--- src/rtl/rv32m_pkg.sv ---
// Shared RV32M definitions: FUNC3 encodings for the divide group and the
// divider state type, plus a small magnitude helper used at operand capture.
package rv32m_pkg;

    localparam int unsigned XLEN = 32;

    localparam logic [2:0] F3_DIV  = 3'b100;
    localparam logic [2:0] F3_DIVU = 3'b101;
    localparam logic [2:0] F3_REM  = 3'b110;
    localparam logic [2:0] F3_REMU = 3'b111;

    typedef enum logic [1:0] {
        IDLE,
        CALC,
        FIN
    } div_state_t;

    // Absolute value for signed ops; 0x80000000 maps to itself, which is the
    // correct unsigned magnitude.
    function automatic logic [XLEN-1:0] mag32(input logic [XLEN-1:0] v,
                                              input logic            is_signed);
        return (is_signed && v[XLEN-1]) ? (~v + 32'd1) : v;
    endfunction

endpackage

--- src/rtl/div_step.sv ---
// One restoring-division iteration: shift in the next dividend bit, trial
// subtract the divisor, keep or restore, and report the quotient bit.
module div_step
    import rv32m_pkg::*;
(
    input  logic [XLEN:0]   rem_in,
    input  logic [XLEN-1:0] divisor,
    input  logic            dvd_bit,
    output logic [XLEN:0]   rem_out,
    output logic            q_bit
);

    logic [XLEN+1:0] diff;

    always_comb begin
        diff    = {rem_in, dvd_bit} - {2'b00, divisor};
        q_bit   = ~diff[XLEN+1];
        rem_out = q_bit ? diff[XLEN:0] : {rem_in[XLEN-1:0], dvd_bit};
    end

endmodule

--- src/rtl/div_unit.sv ---
// Iterative RV32M divide/remainder unit with a START/BUSY/DONE handshake.
// One quotient bit per CALC cycle; divide-by-zero and signed overflow bypass to FIN.
module div_unit
    import rv32m_pkg::*;
(
    input  logic            CLK,
    input  logic            RESET,
    input  logic            START,
    input  logic [XLEN-1:0] IN0,
    input  logic [XLEN-1:0] IN1,
    input  logic [2:0]      FUNC3,
    output logic            BUSY,
    output logic            DONE,
    output logic [XLEN-1:0] OUT
);

    div_state_t state, next_state;

    logic [5:0]      count;
    logic [XLEN:0]   rem;
    logic [XLEN-1:0] dvd;
    logic [XLEN-1:0] dvsr;
    logic [XLEN-1:0] out_r;
    logic            neg_q;
    logic            neg_r;
    logic            sel_rem;

    logic [XLEN:0]   step_rem;
    logic            step_q;

    logic            op_valid;
    logic            op_signed;
    logic            op_rem;
    logic            div_zero;
    logic            overflow;
    logic            special;
    logic            accept;
    logic            last_iter;
    logic [XLEN-1:0] special_res;
    logic [XLEN-1:0] final_q;
    logic [XLEN-1:0] final_r;
    logic [XLEN-1:0] calc_res;

    div_step u_step (
        .rem_in  (rem),
        .divisor (dvsr),
        .dvd_bit (dvd[XLEN-1]),
        .rem_out (step_rem),
        .q_bit   (step_q)
    );

    always_comb begin
        op_valid  = FUNC3[2];
        op_signed = (FUNC3 == F3_DIV) || (FUNC3 == F3_REM);
        op_rem    = (FUNC3 == F3_REM) || (FUNC3 == F3_REMU);
        div_zero  = (IN1 == '0);
        overflow  = op_signed && (IN0 == 32'h8000_0000) && (IN1 == '1);
        special   = div_zero || overflow;
        accept    = (state == IDLE) && START && op_valid;
        last_iter = (state == CALC) && (count == 6'd31);

        next_state = state;
        case (state)
            IDLE:    if (accept) next_state = special ? FIN : CALC;
            CALC:    if (last_iter) next_state = FIN;
            FIN:     next_state = IDLE;
            default: next_state = IDLE;
        endcase
    end

    // The final quotient/remainder are taken from the step outputs of the
    // last iteration so OUT can be loaded on the same edge that enters FIN.
    always_comb begin
        if (div_zero) special_res = op_rem ? IN0 : '1;
        else          special_res = op_rem ? '0 : 32'h8000_0000;

        final_q  = {dvd[XLEN-2:0], step_q};
        final_r  = step_rem[XLEN-1:0];
        calc_res = sel_rem ? (neg_r ? (~final_r + 32'd1) : final_r)
                           : (neg_q ? (~final_q + 32'd1) : final_q);
    end

    always_ff @(posedge CLK) begin
        if (RESET) state <= IDLE;
        else       state <= next_state;
    end

    always_ff @(posedge CLK) begin
        if (RESET) begin
            count   <= '0;
            rem     <= '0;
            dvd     <= '0;
            dvsr    <= '0;
            out_r   <= '0;
            neg_q   <= 1'b0;
            neg_r   <= 1'b0;
            sel_rem <= 1'b0;
        end else if (accept) begin
            count   <= '0;
            rem     <= '0;
            dvd     <= mag32(IN0, op_signed);
            dvsr    <= mag32(IN1, op_signed);
            neg_q   <= op_signed && (IN0[XLEN-1] ^ IN1[XLEN-1]);
            neg_r   <= op_signed && IN0[XLEN-1];
            sel_rem <= op_rem;
            if (special) out_r <= special_res;
        end else if (state == CALC) begin
            rem <= step_rem;
            dvd <= {dvd[XLEN-2:0], step_q};
            if (last_iter) out_r <= calc_res;
            else           count <= count + 6'd1;
        end
    end

    always_comb begin
        BUSY = (state == CALC);
        DONE = (state == FIN);
        OUT  = out_r;
    end

endmodule

--- config.mk ---
export PLATFORM = sky130hd
export DESIGN_NAME = div_unit
export DESIGN_NICKNAME = d
export VERILOG_FILES = /design/src/rtl/rv32m_pkg.sv /design/src/rtl/div_step.sv /design/src/rtl/div_unit.sv
export SDC_FILE = /design/constraint.sdc
export NUM_CORES = 1
export LEC_CHECK = 0
export ABC_AREA = 1
export BUFFER_PORTS_ARGS = -buffer_cell sky130_fd_sc_hd__buf_2
export CAP_MARGIN = 20
export CELL_PAD_IN_SITES_DETAIL_PLACEMENT = 0
export CELL_PAD_IN_SITES_GLOBAL_PLACEMENT = 2
export CORE_UTILIZATION = 35
export CTS_CLUSTER_DIAMETER = 100
export DETAILED_ROUTE_END_ITERATION = 8
export MAX_ROUTING_LAYER = met4
export PLACE_DENSITY_LB_ADDON = 0.1
export SLEW_MARGIN = 30
export SYNTH_ARGS = -nofsm -noshare
export SYNTH_HDL_FRONTEND = slang
export SYNTH_SLANG_ARGS = --single-unit
export TNS_END_PERCENT = 5
--- constraint.sdc ---
create_clock -name CLK -period 6.8 [get_ports CLK]
set_input_delay 1.36 -clock CLK [delete_from_list [all_inputs] [get_ports CLK]]
set_output_delay 1.36 -clock CLK [all_outputs]
set_load 0.01 [all_outputs]
Word-level counts from Yosys, hierarchy flattened
Cells that the tools add are included.
{"block": "totals", "elab_cells": 71, "reg_bits": 140, "in_bits": 70, "output_inout_bits": 34}
{"block": "classes", "n_reduce_logical": 19, "addsub": 6, "bitwise": 7, "muxes": 19, "eq_ne": 11}
{"op": "32-bit 2-to-1 mux", "count": 14}
{"op": "32-bit by 1-bit adder with 32-bit output (second input constant)", "count": 4}
{"op": "32-bit NOT", "count": 4}
{"op": "32-bit equality test (second input constant)", "count": 2}
{"op": "34-bit by 32-bit subtractor with 34-bit output", "count": 1}
{"op": "33-bit 2-to-1 mux", "count": 1}
{"op": "32-bit logical NOT", "count": 1}
{"op": "3-bit equality test (second input constant)", "count": 3}
{"op": "1-bit logical AND", "count": 8}
{"op": "6-bit by 1-bit adder with 6-bit output (second input constant)", "count": 1}
{"op": "6-bit by 5-bit equality test with 1-bit output (second input constant)", "count": 1}
{"op": "2-bit 2-to-1 mux", "count": 3}
{"op": "2-bit inequality test (second input constant)", "count": 2}
{"op": "2-bit case mux with 2 select lines", "count": 1}
{"op": "2-bit AND reduction", "count": 2}
{"op": "2-bit nonzero test", "count": 2}
{"op": "1-bit logical OR", "count": 3}
{"op": "3-bit AND reduction", "count": 1}
{"op": "2-bit by 1-bit equality test with 1-bit output (second input constant)", "count": 1}
{"op": "2-bit equality test (second input constant)", "count": 1}
{"op": "2-bit logical NOT", "count": 1}
{"op": "2-bit by 1-bit inequality test with 1-bit output (second input constant)", "count": 1}
{"op": "1-bit NOT", "count": 2}
{"op": "2-bit OR reduction", "count": 1}
{"op": "1-bit bitwise XOR", "count": 1}

Longest topological paths before layout
Gate-level depths: netlist (run 1).
{"block": "logic_depth", "word_depth": 9, "ltp_mapped": 36, "mapped_depth_nobuf": 34}

By module
Synthesis (run 1) repeated with hierarchy kept, for this count alone.
{"block": "unflattened", "hier_cells": 2431, "area_unflattened_um2": 13877.1}
{"mod": "div_unit", "cells_each": 1710, "instances": 1, "area_per_inst_um2": 10067.2, "seq_area_each_um2": 2802.7}
{"mod": "div_step", "cells_each": 721, "instances": 1, "area_per_inst_um2": 3809.9, "seq_area_each_um2": 0.0}

Worst setup path before layout (run 1)
Ideal clock, no wire load.
{"block": "synth_path", "kind": "register to register", "startpoint": "reg dvsr[8]", "endpoint": "reg out_r[28], in the netlist OUT[28]", "stages_incl_launch_ff": 34, "arrival_time_ns": 3.831, "n_path_buf": 2, "period_less_slack_ns": 3.968, "path_slack_ns": 2.832, "setup_time_ns": 0.137, "t_required_ns": 6.663, "cell_sequence": "dfxtp_1 inv_1 ha_1 nand2_2 inv_1 a21oi_2 nand3_2 nand2_2 nand2_2 nand2_4 nand3_4 nand2_4 buf_12 buf_12 ha_1 inv_1 nor3_1 nand3_1 nor3_1 nand3_1 inv_1 nand2_1 nor3_1 nand2_1 nor3_1 nand2_1 nand2_1 o21ai_0 a21oi_1 o21ai_0 nand2_1 nand2_1 nand2_1 a21oi_1"}
{"block": "synth_via", "elab_chain_cells": 9, "word_cells_on_any_way": 13, "classes_between": "3 x add/sub; 7 x mux; 3 x bitwise"}
{"item": "start, declared", "line_no": "div_unit.sv:22", "rtl": "logic [XLEN-1:0] dvsr;"}
{"item": "start signal, assigned", "line_no": "div_unit.sv:102", "rtl": "dvsr <= mag32(IN1, op_signed);"}
{"item": "34-bit by 32-bit subtractor with 34-bit output (*)", "line_no": "div_step.sv:16", "rtl": "diff = {rem_in, dvd_bit} - {2'b00, divisor};"}
{"item": "33-bit 2-to-1 mux or 1-bit NOT (tied branches)", "line_no": "div_step.sv:18, div_step.sv:17"}
{"item": "32-bit NOT (on tied branches)", "line_no": "div_unit.sv:79, div_unit.sv:80"}
{"item": "32-bit by 1-bit adder with 32-bit output (on tied branches)", "line_no": "div_unit.sv:79, div_unit.sv:80"}
{"item": "32-bit 2-to-1 mux (on tied branches)", "line_no": "div_unit.sv:79, div_unit.sv:80"}
{"item": "32-bit 2-to-1 mux (*)", "line_no": "div_unit.sv:79", "rtl": "calc_res = sel_rem ? (neg_r ? (~final_r + 32'd1) : final_r)"}
{"item": "32-bit 2-to-1 mux (*)", "line_no": "div_unit.sv:110", "rtl": "if (last_iter) out_r <= calc_res;"}
{"item": "32-bit 2-to-1 mux (*)", "line_no": "div_unit.sv:107", "rtl": "end else if (state == CALC) begin"}
{"item": "32-bit 2-to-1 mux (*)", "line_no": "div_unit.sv:98", "rtl": "end else if (accept) begin"}
{"item": "end signal, assigned", "line_no": "div_unit.sv:106", "rtl": "if (special) out_r <= special_res;"}
{"item": "end signal, assigned", "line_no": "div_unit.sv:110"}
{"item": "end, declared", "line_no": "div_unit.sv:23", "rtl": "logic [XLEN-1:0] out_r;"}
Every way passes the cells marked *; elsewhere a longest branch is shown, timed or not. The select of a mux whose other input is x is not followed.
A chain may end at the register's enable or synchronous reset.

Final worst setup path (run 1)
{"block": "layout_path", "startpoint": "reg dvsr[25]", "endpoint": "reg out_r[28], in the netlist OUT[28]"}
Same word-level chain as after synthesis.

==> flow_metrics.env, run 1 <==
export IMPL_postCtsHoldBufs=0
export IMPL_clk_path_buf_depth=2
export IMPL_cts_buffers=17
export IMPL_path_class="reg -> reg"
export IMPL_powerDensity_nw_per_um2=286.9
export IMPL_synth_edff_count=0
export IMPL_critPathArrivalTime_ns=5.46
export IMPL_vias=14130
export IMPL_seq_area_um2=2804
export IMPL_first_pass_iters=8
export IMPL_timing_fmax_mhz=193.4
export IMPL_grt_pass1_vias=12910
export IMPL_multiInputGateArea_um2=8267
export IMPL_final_common_cell="nand2_1"
export IMPL_dp_hpwl_um=39950
export IMPL_grt_pass1_wl_um=77580
export IMPL_cts_num_sinks=140
export IMPL_slew_headroom_pct=39.49
export IMPL_clk_latency_ns=0.46
export IMPL_min_period_over_period_pct=76.05
export IMPL_wl_per_cell_um=19.19
export IMPL_core_um2=35570
export IMPL_synth_cell_types=63
export IMPL_yosysTopAreaCell="dfxtp_1"
export IMPL_cts_resized=0
export IMPL_dpl_instance_area_um2=13450
export IMPL_start_util_pct=35.56
export IMPL_final_min_clock_period_ns=5.171
export IMPL_n_antenna_cell=0
export IMPL_nets=2306
export IMPL_p_leak_uw=0.006738
export IMPL_io_buffers=103
export IMPL_fp_dieW_um=192.1
export IMPL_fin_area_um2=14110
export IMPL_hp_class="reg -> reg"
export IMPL_yosysTopAreaCellShare_pct=22.16
export IMPL_track_usage_pct=28.87
export IMPL_ant_nets=0
export IMPL_synthArstFlopShare_pct=0
export IMPL_synth_seq_cells=140
export IMPL_avgSynthCellArea_um2=5.891
export IMPL_synth_net_count=2256
export IMPL_cts_setup_buffers=0
export IMPL_io_pin_count=104
export IMPL_timing_hold_ws_ns=0.4542
export IMPL_skew_ns=0.01358
export IMPL_fillers=4007
export IMPL_root_buffer="clkbuf_16"
export IMPL_antenna_found_initial=0
export IMPL_end_kind="flop"
export IMPL_setup_viol=0
export IMPL_ir_drop_mv=0.2030
export IMPL_synth_area_top_cells="dfxtp_1 22%, nand2_1 16%, inv_1 9.0%"
export IMPL_route_detailed_drc=0
export IMPL_syn_area_um2=12650
export IMPL_crit_required_ns=7.09
export IMPL_crit_fanout=41
export IMPL_rsz0062_at_grt="no"
export IMPL_cts_tree="yes"
export IMPL_grt_start_max_net_pins=75
export IMPL_htreeDepth=4
export IMPL_max_stage_delay_ns=0.44
export IMPL_gp_congestion=0.9838
export IMPL_start_kind="flop"
export IMPL_slowest_stage="nand2_4"
export IMPL_clk_pin_slew_ns=0.06
export IMPL_critPathMostFrequentCell="nand2_1"
export IMPL_most_common_layout_cells="553 x nand2_1, 302 x inv_1, 188 x nor2_1"
export IMPL_synthFlopType="dfxtp_1"
export IMPL_postSynthCellCount=2147
export IMPL_drt_initial_drc_count=1114
export IMPL_via_per_inst=5.289
export IMPL_ys_warn_count=0
export IMPL_area_delta_synth_final_pct=11.56
export IMPL_cap_violations=0
export IMPL_synth_seq_area_share_pct=22.16
export IMPL_worst_slew_pin_transition_ns=0.9067
export IMPL_hold_violations=0
export IMPL_grt_ovfl_total=0
export IMPL_rows=69
export IMPL_die_h_um=192.1
export IMPL_status="finished clean"
export IMPL_timing_setup_tns_ns=0
export IMPL_finalMaxSlewViolations=0
export IMPL_dieArea_um2=36900
export IMPL_drive_gt1_share_pct=11.18
export IMPL_drt_total_wl_um=51260
power breakdown:
group / switching [µW] / internal, µW / total, µW / leakage [µW]
registers: 42.4 / 873 / 915 / 0.00114
logic: 1470 / 570 / 2040 / 0.00527
clock network: 419 / 676 / 1100 / 0.000323
cells by family after synthesis:
| logic type | count (synthesis) | share of synthesized area, % |
|---|---|---|
| AO/OA/AOI/OAI | 494 | 22.23 |
| flip-flops | 140 | 22.16 |
| buffers and inverters | 399 | 12.60 |
| AND/OR/NAND/NOR | 1038 | 36.53 |
| adder cells (fa/ha/maj) | 39 | 3.917 |
| XOR/XNOR | 37 | 2.562 |
state kept, by name (all words and copies together) (netlist names):
signal,flops
dvd,32
neg_q,1
sel_rem,1
rem,33
OUT,32
count,6
dvsr,32
neg_r,1
state,2
synthesized netlist by cell type, drive strengths merged, types with 8 or more instances:
master    n
a21oi   173
a31oi    12
a32o      8
buf      22
clkbuf   64
dfxtp   140
ha       38
inv     309
nand2   588
nand3   142
nand4    33
nor2    205
nor3     39
nor4     13
o211ai   18
o21ai   202
o21bai    8
o22ai    43
xnor2    13
xor2     24
final cells by class:
cell class                 instances  area share [%]
clock buffer                      20           3.236
clock inverter                    12           1.481
inverter                         313           8.344
multi-input combinational       1608           58.58
sequential                       140           19.87
tap                              461           4.088
timing repair buffer             117           4.398
per-layer routing:
metal,routed length (µm),track usage [%]
met1,25170,39.66
met4,765,5.784
met3,3454,6.523
met2,21870,42.96
met5,0,-
per-stage QoR:
stage	cells	setup slack (ns)	util, %	power, µW
2_1_floorplan	2147	2.832	-	2394
3_3_place_gp	2639	1.362	37.79	2963
3_5_place_dp	2639	1.340	37.80	2952
4_1_cts	2671	1.769	39.67	4057
5_1_grt	2671	1.086	39.67	4331
6_report	2671	1.629	39.67	4049
worst paths after layout:
kind	startpoint	to	slack, ns	cells past startpoint
min	dvsr[30]	dvsr[30]	0.45	2
max	dvsr[25]	OUT[28]	1.63	30
max reg2reg	dvsr[25]	OUT[28]	1.63	30
min reg2reg	dvsr[30]	dvsr[30]	0.45	2
worst max-delay path: cells and delay by family, from the launching register on:
kind | cells | cell delay (ns)
AOI/OAI and AO/OA | 4 | 0.43
and+or+nand+nor | 21 | 3.40
adders and majority gates | 2 | 0.63
buffers and inverters | 3 | 0.24
DFF | 1 | 0.33
Note: power is estimated with default switching activity, not from simulation.
==> inputs of run 2 (changes only) <==
--- a/config.mk
+++ b/config.mk
@@ -10,7 +10,7 @@
 export CAP_MARGIN = 20
 export CELL_PAD_IN_SITES_DETAIL_PLACEMENT = 0
 export CELL_PAD_IN_SITES_GLOBAL_PLACEMENT = 2
-export CORE_UTILIZATION = 35
+export CORE_UTILIZATION = 33
 export CTS_CLUSTER_DIAMETER = 100
 export DETAILED_ROUTE_END_ITERATION = 8
 export MAX_ROUTING_LAYER = met4
==> constraint.sdc (replaced) <==
create_clock -name CLK -period 5.35 [get_ports CLK]
set_input_delay 1.07 -clock CLK [delete_from_list [all_inputs] [get_ports CLK]]
set_output_delay 1.07 -clock CLK [all_outputs]
set_load 0.01 [all_outputs]
==> run 2 against run 1 <==
Compared with the run above:
- combinational power rose by 30%
- non-clock buffer count rose by 8
- critical path depth did not move
- global-route usage fell by 0.32 points
- critical path type unchanged
==> flow_metrics.env, run 2 (synthesis results as in run 1) <==
export IMPL_n_antenna_cell=0
export IMPL_crit_required_ns=5.64
export IMPL_powerDensity_nw_per_um2=361.6
export IMPL_route_detailed_drc=0
export IMPL_grt_ovfl_total=0
export IMPL_fillers=4384
export IMPL_hp_class="reg -> reg"
export IMPL_largest_reg_flops=33
export IMPL_end_kind="flop"
export IMPL_max_stage_delay_ns=0.38
export IMPL_seqPwrFrac_pct=22.7
export IMPL_timing_hold_ws_ns=0.4602
export IMPL_timing_fmax_mhz=213.6
export IMPL_cts_buffers=17
export IMPL_track_usage_pct=28.55
export IMPL_cts_setup_buffers=0
export IMPL_crit_fanout=7
export IMPL_clk_pin_slew_ns=0.06
export IMPL_start_util_pct=33.58
export IMPL_grt_pass1_vias=13110
export IMPL_vias=14210
export IMPL_hold_violations=0
export IMPL_cts_tree="yes"
export IMPL_final_min_clock_period_ns=4.682
export IMPL_internal_power_uw=2631
export IMPL_clk_path_buf_depth=2
export IMPL_drt_total_wl_um=53610
export IMPL_fp_dieW_um=197.8
export IMPL_setup_viol=0
export IMPL_most_common_layout_cells="553 x nand2_1, 303 x inv_1, 188 x nor2_1"
export IMPL_status="finished clean"
export IMPL_dpl_instance_area_um2=13560
export IMPL_critPathMostFrequentCell="nand2_1"
export IMPL_dieArea_um2=39120
export IMPL_fin_area_um2=14190
export IMPL_cap_violations=0
export IMPL_wl_per_cell_um=19.64
export IMPL_gp_congestion=0.9483
export IMPL_core_um2=37670
export IMPL_via_per_inst=5.209
export IMPL_ant_nets=0
export IMPL_cts_num_sinks=140
export IMPL_p_leak_uw=0.006764
export IMPL_power_uw=5130
export IMPL_switching_share_pct=48.72
export IMPL_drive_gt1_share_pct=11.41
export IMPL_area_delta_synth_final_pct=12.18
export IMPL_place_ws_ns=0.3637
export IMPL_regMostFlops="rem"
export IMPL_start_kind="flop"
export IMPL_ir_drop_mv=0.2391
export IMPL_first_pass_iters=5
export IMPL_drt_initial_drc_count=1106
export IMPL_antenna_found_initial=2
export IMPL_min_period_over_period_pct=87.51
export IMPL_rsz0062_at_grt="no"
export IMPL_critPathArrivalTime_ns=4.98
export IMPL_slew_headroom_pct=39.56
export IMPL_pwr_share_comb_pct=51.6
export IMPL_cts_resized=0
export IMPL_worst_slack_ns=0.6681
export IMPL_power_frac_clock_pct=25.7
export IMPL_cp_top_family="simple AND/OR/NAND/NOR gates"
export IMPL_slowest_stage="ha_1"
export IMPL_die_h_um=197.8
export IMPL_dp_hpwl_um=42030
export IMPL_rows=71
export IMPL_io_pin_count=104
export IMPL_io_buffers=103
export IMPL_finalMaxSlewViolations=0
export IMPL_path_class="reg -> reg"
export IMPL_postCtsHoldBufs=0
export IMPL_crit_buf_inv=3
export IMPL_grt_start_max_net_pins=75
export IMPL_skew_ns=0.01275
export IMPL_htreeDepth=4
export IMPL_timing_setup_tns_ns=0
export IMPL_final_common_cell="nand2_1"
export IMPL_nets=2314
export IMPL_root_buffer="clkbuf_16"
export IMPL_clk_latency_ns=0.45
export IMPL_grt_pass1_wl_um=80980
export IMPL_p_switching_uw=2500
export IMPL_worst_slew_pin_transition_ns=0.9056
[run 2: worst paths after layout]
path             from  endpoint  slack, ns  depth (start not counted)
min          dvsr[28]  dvsr[28]       0.46                          2
min reg2reg  dvsr[28]  dvsr[28]       0.46                          2
max          dvsr[30]   OUT[28]       0.67                         30
max reg2reg  dvsr[30]   OUT[28]       0.67                         30
[run 2: cell type report]
class / instances / area, µm² / share of cell area [%]
clock buffer: 19 / 432.9 / 3.051
tap: 511 / 639.4 / 4.506
timing repair buffer: 125 / 680.7 / 4.797
clock inverter: 13 / 191.4 / 1.349
multi-input combinational: 1608 / 8267 / 58.26
sequential: 140 / 2803 / 19.75
inverter: 313 / 1175 / 8.280
[run 2: stage by stage]
| step | util (%) | instances |
|---|---|---|
| after floorplan | - | 2147 |
| after global placement | 36.01 | 2697 |
| after detailed placement | 36.01 | 2697 |
| after CTS | 37.67 | 2729 |
| after global routing | 37.67 | 2729 |
| final | 37.67 | 2729 |
[run 2: worst reg2reg max path: cells and delay by family (launching register included)]
kind                     cells  cell delay, ns
AND/OR/NAND/NOR             21            3.05
AO/OA/AOI/OAI                4            0.41
buffers and inverters        3            0.23
adder cells (fa/ha/maj)      2            0.52
flip-flops                   1            0.34
[run 2: metal layers]
metal | global-route usage (%) | up-vias | wire [µm]
met5 | - | - | 0
met4 | 6.058 | 0 | 648
met3 | 2.231 | 29 | 2493
met2 | 42.87 | 386 | 23210
met1 | 41.41 | 6606 | 27260
li1 | - | 7193 | -
[run 2: power by group through the flow]
stage | sequential (µW) | combinational (µW) | clock [µW]
global route | 1170 | 2940 | 1390
finish | 1160 | 2650 | 1320
floorplan | 1170 | 1870 | 0
CTS | 1160 | 2630 | 1350
detailed placement | 1180 | 2620 | 0
global placement | 1180 | 2630 | 0
